`src/rtl/sop_pkg.sv`:
```
// Shared types and defaults for the sum-of-products sequencer.
package sop_pkg;

    typedef enum logic [1:0] {
        IDLE  = 2'd0,
        ACCUM = 2'd1,
        DONE  = 2'd2
    } state_e;

    localparam int unsigned DEF_WIDTH = 4;
    localparam int unsigned DEF_TERMS = 4;

    // Accumulator width that can never overflow for the given operand width and term count.
    function automatic int unsigned acc_w_f(input int unsigned width, input int unsigned terms);
        return 2 * width + $clog2(terms);
    endfunction

endpackage

```
`src/rtl/sop_if.sv`:
```
// Operand/result handshake bundle between the sequencer and the system.
interface sop_if #(
    parameter int unsigned WIDTH = sop_pkg::DEF_WIDTH,
    parameter int unsigned ACC_W = sop_pkg::acc_w_f(sop_pkg::DEF_WIDTH, sop_pkg::DEF_TERMS)
);
    logic             start;
    logic [WIDTH-1:0] a_in;
    logic [WIDTH-1:0] b_in;
    logic             in_valid;
    logic             in_ready;
    logic [ACC_W-1:0] result;
    logic             result_valid;
    logic             result_ready;
    logic             busy;

    modport master (
        output start, a_in, b_in, in_valid, result_ready,
        input  in_ready, result, result_valid, busy
    );

    modport slave (
        input  start, a_in, b_in, in_valid, result_ready,
        output in_ready, result, result_valid, busy
    );
endinterface

```
`src/rtl/sop_mac_unit.sv`:
```
// Multiply/accumulate datapath: clearable registered accumulator fed by a*b.
// Optional SOP_SATURATE_EN clamps the sum at all-ones instead of wrapping.
module sop_mac_unit #(
    parameter int unsigned WIDTH = 4,
    parameter int unsigned ACC_W = 10
) (
    input  logic             clk,
    input  logic             rst,
    input  logic             clr_i,
    input  logic             en_i,
    input  logic [WIDTH-1:0] a_i,
    input  logic [WIDTH-1:0] b_i,
    output logic [ACC_W-1:0] acc_nxt_o
);
    localparam int unsigned PROD_W = 2 * WIDTH;

    logic [PROD_W-1:0] prod;
    logic [ACC_W-1:0]  add_res;
    logic [ACC_W-1:0]  acc_q;
    logic [ACC_W-1:0]  acc_d;

    assign prod = PROD_W'(a_i) * PROD_W'(b_i);

`ifdef SOP_SATURATE_EN
    localparam int unsigned SUM_W = ((ACC_W > PROD_W) ? ACC_W : PROD_W) + 1;
    localparam logic [SUM_W-1:0] SAT_MAX = SUM_W'({ACC_W{1'b1}});
    logic [SUM_W-1:0] sum_wide;

    // Unsigned add never decreases, so a clamped sum stays clamped until cleared.
    assign sum_wide = SUM_W'(acc_q) + SUM_W'(prod);
    assign add_res  = (sum_wide > SAT_MAX) ? {ACC_W{1'b1}} : ACC_W'(sum_wide);
`else
    assign add_res = acc_q + ACC_W'(prod);
`endif

    always_comb begin
        acc_d = acc_q;
        if (clr_i) begin
            acc_d = '0;
        end else if (en_i) begin
            acc_d = add_res;
        end
    end

    always_ff @(posedge clk) begin
        if (rst) begin
            acc_q <= '0;
        end else begin
            acc_q <= acc_d;
        end
    end

    assign acc_nxt_o = acc_d;
endmodule

```
`src/rtl/sop_sequencer.sv`:
```
// Sum-of-products sequencer: collects TERMS (a,b) pairs into the MAC and hands
// back the sum with a valid/ready handshake. Datapath option: SOP_SATURATE_EN.
module sop_sequencer
    import sop_pkg::*;
#(
    parameter int unsigned WIDTH = DEF_WIDTH,
    parameter int unsigned TERMS = DEF_TERMS,
    parameter int unsigned ACC_W = acc_w_f(WIDTH, TERMS)
) (
    input logic  clk,
    input logic  rst,
    sop_if.slave bus
);
    localparam int unsigned CNT_W = $clog2(TERMS) + 1;

    state_e           state_q, state_d;
    logic [CNT_W-1:0] count_q, count_d;
    logic             mac_clr, mac_en;
    logic [ACC_W-1:0] acc_nxt;

    logic             in_ready_q;
    logic             result_valid_q;
    logic             busy_q;
    logic [ACC_W-1:0] result_q;

    sop_mac_unit #(
        .WIDTH (WIDTH),
        .ACC_W (ACC_W)
    ) u_mac (
        .clk       (clk),
        .rst       (rst),
        .clr_i     (mac_clr),
        .en_i      (mac_en),
        .a_i       (bus.a_in),
        .b_i       (bus.b_in),
        .acc_nxt_o (acc_nxt)
    );

    always_comb begin
        state_d = state_q;
        count_d = count_q;
        mac_clr = 1'b0;
        mac_en  = 1'b0;
        unique case (state_q)
            IDLE: begin
                if (bus.start) begin
                    state_d = ACCUM;
                    count_d = '0;
                    mac_clr = 1'b1;
                end
            end
            ACCUM: begin
                if (bus.in_valid && in_ready_q) begin
                    mac_en  = 1'b1;
                    count_d = count_q + CNT_W'(1);
                    if (count_q == CNT_W'(TERMS - 1)) begin
                        state_d = DONE;
                    end
                end
            end
            DONE: begin
                // A start coinciding with the handshake is deliberately dropped.
                if (bus.result_ready) begin
                    state_d = IDLE;
                end
            end
            default: state_d = IDLE;
        endcase
    end

    // Outputs are registered from the next state so they align with state_q.
    always_ff @(posedge clk) begin
        if (rst) begin
            state_q        <= IDLE;
            count_q        <= '0;
            in_ready_q     <= 1'b0;
            result_valid_q <= 1'b0;
            busy_q         <= 1'b0;
            result_q       <= '0;
        end else begin
            state_q        <= state_d;
            count_q        <= count_d;
            in_ready_q     <= (state_d == ACCUM);
            result_valid_q <= (state_d == DONE);
            busy_q         <= (state_d != IDLE);
            result_q       <= (state_d == DONE) ? acc_nxt : '0;
        end
    end

    assign bus.in_ready     = in_ready_q;
    assign bus.result_valid = result_valid_q;
    assign bus.busy         = busy_q;
    assign bus.result       = result_q;
endmodule

```
`src/flat_wrapper.sv`:
```
// flat-port wrapper written by rule: the top's interface ports become plain ports
module sop_sequencer_flat import sop_pkg::*;
#(
    parameter int unsigned WIDTH = DEF_WIDTH,
    parameter int unsigned TERMS = DEF_TERMS,
    parameter int unsigned ACC_W = acc_w_f(WIDTH, TERMS)
)
  (clk, rst, bus_start, bus_a_in, bus_b_in, bus_in_valid, bus_result_ready, bus_in_ready, bus_result, bus_result_valid, bus_busy);
  sop_if #(.WIDTH(WIDTH), .ACC_W(ACC_W)) bus_i ();
  input logic clk;
  input logic rst;
  input wire logic [$bits(bus_i.start)-1:0] bus_start;
  input wire logic [$bits(bus_i.a_in)-1:0] bus_a_in;
  input wire logic [$bits(bus_i.b_in)-1:0] bus_b_in;
  input wire logic [$bits(bus_i.in_valid)-1:0] bus_in_valid;
  input wire logic [$bits(bus_i.result_ready)-1:0] bus_result_ready;
  output wire logic [$bits(bus_i.in_ready)-1:0] bus_in_ready;
  output wire logic [$bits(bus_i.result)-1:0] bus_result;
  output wire logic [$bits(bus_i.result_valid)-1:0] bus_result_valid;
  output wire logic [$bits(bus_i.busy)-1:0] bus_busy;
  assign bus_i.start = bus_start;
  assign bus_i.a_in = bus_a_in;
  assign bus_i.b_in = bus_b_in;
  assign bus_i.in_valid = bus_in_valid;
  assign bus_i.result_ready = bus_result_ready;
  assign bus_in_ready = bus_i.in_ready;
  assign bus_result = bus_i.result;
  assign bus_result_valid = bus_i.result_valid;
  assign bus_busy = bus_i.busy;
  sop_sequencer #(.WIDTH(WIDTH), .TERMS(TERMS), .ACC_W(ACC_W)) u_core (.clk(clk), .rst(rst), .bus(bus_i));
endmodule
```
`config.mk`:
```
export PLATFORM = sky130hd
export DESIGN_NAME = sop_sequencer_flat
export DESIGN_NICKNAME = d
export VERILOG_FILES = /design/src/rtl/sop_pkg.sv /design/src/rtl/sop_if.sv /design/src/rtl/sop_mac_unit.sv /design/src/rtl/sop_sequencer.sv /design/src/flat_wrapper.sv
export SDC_FILE = /design/constraint.sdc
export NUM_CORES = 1
export LEC_CHECK = 0
export BUFFER_PORTS_ARGS = -buffer_cell sky130_fd_sc_hd__buf_2
export CAP_MARGIN = 10
export CORE_AREA = 2 2 61 78
export CTS_CLUSTER_DIAMETER = 150
export DETAILED_ROUTE_END_ITERATION = 12
export DIE_AREA = 0 0 63 80
export GPL_TIMING_DRIVEN = 0
export PLACE_DENSITY = 0.68
export SLEW_MARGIN = 20
export SYNTH_ARGS = -nofsm -noshare
export SYNTH_HDL_FRONTEND = slang
export SYNTH_HIERARCHICAL = 1
export SYNTH_SLANG_ARGS = --single-unit
```
`constraint.sdc`:
```
create_clock -name clk -period 7.7 [get_ports clk]
set_input_delay 1.925 -clock clk [delete_from_list [all_inputs] [get_ports clk]]
set_output_delay 1.925 -clock clk [all_outputs]
set_load 0.05 [all_outputs]
```
==> Implementation_results.wiki <==
{| class="wikitable"
! Metric !! Value
|-
| Worst Setup End Kind || flop
|-
| Tightest Hold Check Type || flop to flop
|-
| Final count of pins violating max slew || 0
|-
| Combined area of all synthesized cells || 1970 um2
|-
| Global route total overflow || 0
|-
| Iteration count of the initial detailed-routing pass || 5
|-
| Initial Util || 0.458
|-
| Non-filler cells, final || 302
|-
| CTS Hold Buffers Added || 0
|-
| Portion of the post-synthesis area used by sequential elements || 0.285
|-
| Final instance area || approximately 2200 um2
|-
| Global routing usage summed across all routing layers || 0.155
|-
| Share of flip-flops with an asynchronous set or reset || 0
|-
| Actual transition at the worst max-transition pin || 0.441 ns
|-
| Ratio of cells with drive above 1 in the final layout || 0.225
|-
| Outcome || completed
|-
| Die Span X || 63 um
|-
| Core ar. || 4290 um2
|-
| Switching fraction of total power || 0.283
|-
| Inserted Clock Buffers || 3
|-
| Detailed-placement wirelength estimate || ~3000 um
|-
| Cell taking the most area after synthesis || dfxtp_1
|-
| Most used routing layer || met2
|-
| Count of buffers added by post-CTS timing repair for setup || 0
|-
| Layout Nets || 287
|-
| Antenna Diode Count || 0
|-
| Number of setup violations in the final report || 0
|-
| Clock-pin transition on the worst setup and hold timing paths || 0.09 ns
|-
| Unrepaired setup endpoints after global routing || no
|-
| Synth warnings || 6
|-
| Setup clock skew after layout || 0.00332 ns
|-
| Number of fillers in the final layout || 442
|-
| Fmax || 0.193 GHz
|-
| Mapped Cells || 215
|-
| Pwr per Cell Area || 138 nW/um2
|-
| Leading cell types by total area after synthesis || dfxtp_1 29%, ha_1 13%, fa_1 9.2%
|-
| Clock latency on the worst-skew pair || 0.27 ns
|-
| Met1 layer usage reported by global route || 0.188
|-
| DIE AREA || about 5000 um2
|-
| Buffer depth of the longest clock path || 2
|-
| Vias in the first global route || about 1.5k
|-
| Routing usage on met2 || 0.289
|-
| Clock Sink Count || 28
|-
| Most frequently used cell type in the post-synthesis netlist || dfxtp_1
|-
| ANT nets after route || 0
|-
| Critical Path AT || 5.37 ns
|-
| Most used flip-flop cell after synthesis || dfxtp_1
|-
| Switching pwr || 0.0000868 W
|-
| Root buffer cell || clkbuf_8
|-
| Final count of hold timing violations || 0
|-
| Post-route core utilization || 0.517
|-
| Type of the worst setup path || input pin to flop
|-
| Layout area overhead || 12.9%
|-
| Count of input and output buffers || 25
|-
| Die Y-Extent || 80 um
|-
| Number of design rule violations left after detail routing || 0
|-
| Synth cell types || 48
|-
| Pint || roughly 0.00022 W
|-
| Leading post-synthesis cells by instance count || 28 x dfxtp_1, 23 x inv_1, 21 x nor2_1
|-
| #FFs+latches synth || 28
|-
| Top-area cell type share of the netlist area || 0.285
|-
| Final period utilization || 0.671
|-
| Relative contribution of combinational cells to total power || 0.228
|-
| Peak supply drop || 104 uV
|-
| Top fanout value on the critical path || 4
|-
| Number of synthesized flops with an enable pin || 0
|-
| Gp weighted congestion || between 0.7 and 0.8
|-
| Worst hold-check slack || 0.480 ns
|-
| Number of ports placed on the die boundary || 26
|-
| Number of resized instances in the post-cts repair step || 0
|-
| Mapped Avg Cell Area || between 9 and 10 um2
|-
| WP data required || 7.90 ns
|-
| Leakage || 0.997 nW
|-
| Number of violations of the max-capacitance limit || 0
|-
| Global routing met3 resource utilization || 0.0155
|-
| Routed length per placed instance || 12.2 um
|-
| Setup tns final || 0 ns
|-
| DR iter-0 viols || 35
|-
| Sequential fraction of design power || 0.482
|-
| Dpl cells || 298
|-
| Global-route wire length before repair || between 6000 and 7000 um
|-
| Initial antenna violation count || 0
|-
| Clock tree from TritonCTS || done
|-
| Vias per cell || 5.15
|-
| Pin count of the biggest net entering global routing || 16
|-
| Cell row count || 27
|-
| H-tree level count || 1
|-
| Worst slew slack as a fraction of its limit || 0.706
|-
| Number of vias in the routed layout || roughly 1.6k
|-
| Post-placement cell area || around 2200 um2
|-
| CP startpoint kind || input pin
|-
| Total length of routed wires || 3700 um
|-
| Final Critical Period || 5.17 ns
|-
| Post-synthesis net count || 257
|-
| Proportion of power drawn by the clock network || 0.291
|}
-- power by group through the flow --
stage | clock network [W] | logic (W) | registers, W
CTS | 0.0000932 | 0.0000709 | 0.000148
detailed placement | 0 | 0.0000700 | 0.000151
floorplan | 0 | 0.0000500 | 0.000154
global placement | 0 | 0.0000677 | 0.000151
global route | 0.0000994 | 0.0000805 | 0.000148
finish | 0.0000892 | 0.0000698 | 0.000148
-- state kept, by name (all words and copies together) (netlist names) --
signal                   cells
u_core/u_mac/acc_q          10
u_core/bus.result           10
u_core/bus.in_ready          1
u_core/count_q               3
u_core/state_q               2
u_core/bus.result_valid      1
u_core/bus.busy              1
-- metal layers --
layer	part of all wire	wire [um]
met5	0	0
met4	0.0046	17
met1	0.46	1720
met3	0.033	121
met2	0.50	1840
-- layout make-up --
type                       count  area (um2)  area share
multi-input combinational    156        1280       0.576
tap                           58        72.6      0.0327
sequential                    28         561       0.253
clock buffer                   4        55.1      0.0248
buffer                         8        41.3      0.0186
inverter                      23        86.3      0.0389
timing repair buffer          25         125      0.0564
-- cells by family (layout without fill, tap and decap cells) --
| family | after synthesis | in the layout | share of synthesized area |
|---|---|---|---|
| buffers and inverters | 31 | 60 | 0.0649 |
| DFF | 28 | 28 | 0.285 |
| muxes | 6 | 6 | 0.0350 |
| AOI/OAI and AO/OA | 30 | 30 | 0.117 |
| adders and majority gates | 29 | 29 | 0.219 |
| xor gates and xnor gates | 1 | 1 | 0.00446 |
| and+or+nand+nor | 90 | 90 | 0.274 |
-- path summary, 6_finish.rpt --
| kind | from | end | slack (ns) | cells past startpoint |
|---|---|---|---|---|
| setup / recovery | bus_a_in[0] | u_core/bus.result[6] | 2.53 | 12 |
| hold / removal | u_core/count_q[1] | u_core/count_q[1] | 0.48 | 2 |
| setup reg to reg | u_core/u_mac/acc_q[5] | u_core/bus.result[9] | 4.89 | 9 |
| hold reg to reg | u_core/count_q[1] | u_core/count_q[1] | 0.48 | 2 |
-- critical path: stages --
cell      delay [ns]
buf_2           0.10
nand2_1         0.08
fa_1            0.52
fa_1            0.52
fa_1            0.52
inv_1           0.04
ha_1            0.35
a21oi_2         0.22
a21oi_1         0.15
or4_2           0.62
o311ai_0        0.11
nor3b_2         0.22
-- placed cells by master, fill, tap and decap left out, drive strengths merged, types with 9 or more instances in the layout --
master	n
buf	30
dfxtp	28
inv	23
nor2	21
ha	20
nand2	14
and2	12
nor3b	11
fa	9
-- per-stage QoR --
stage	setup WS, ns	power (W)
6_report	2.53	0.000307
4_1_cts	2.51	0.000312
3_5_place_dp	2.23	0.000221
5_1_grt	2.30	0.000328
2_1_floorplan	2.59	0.000204
3_3_place_gp	2.26	0.000219
Note: power is estimated with default switching activity, not from simulation.
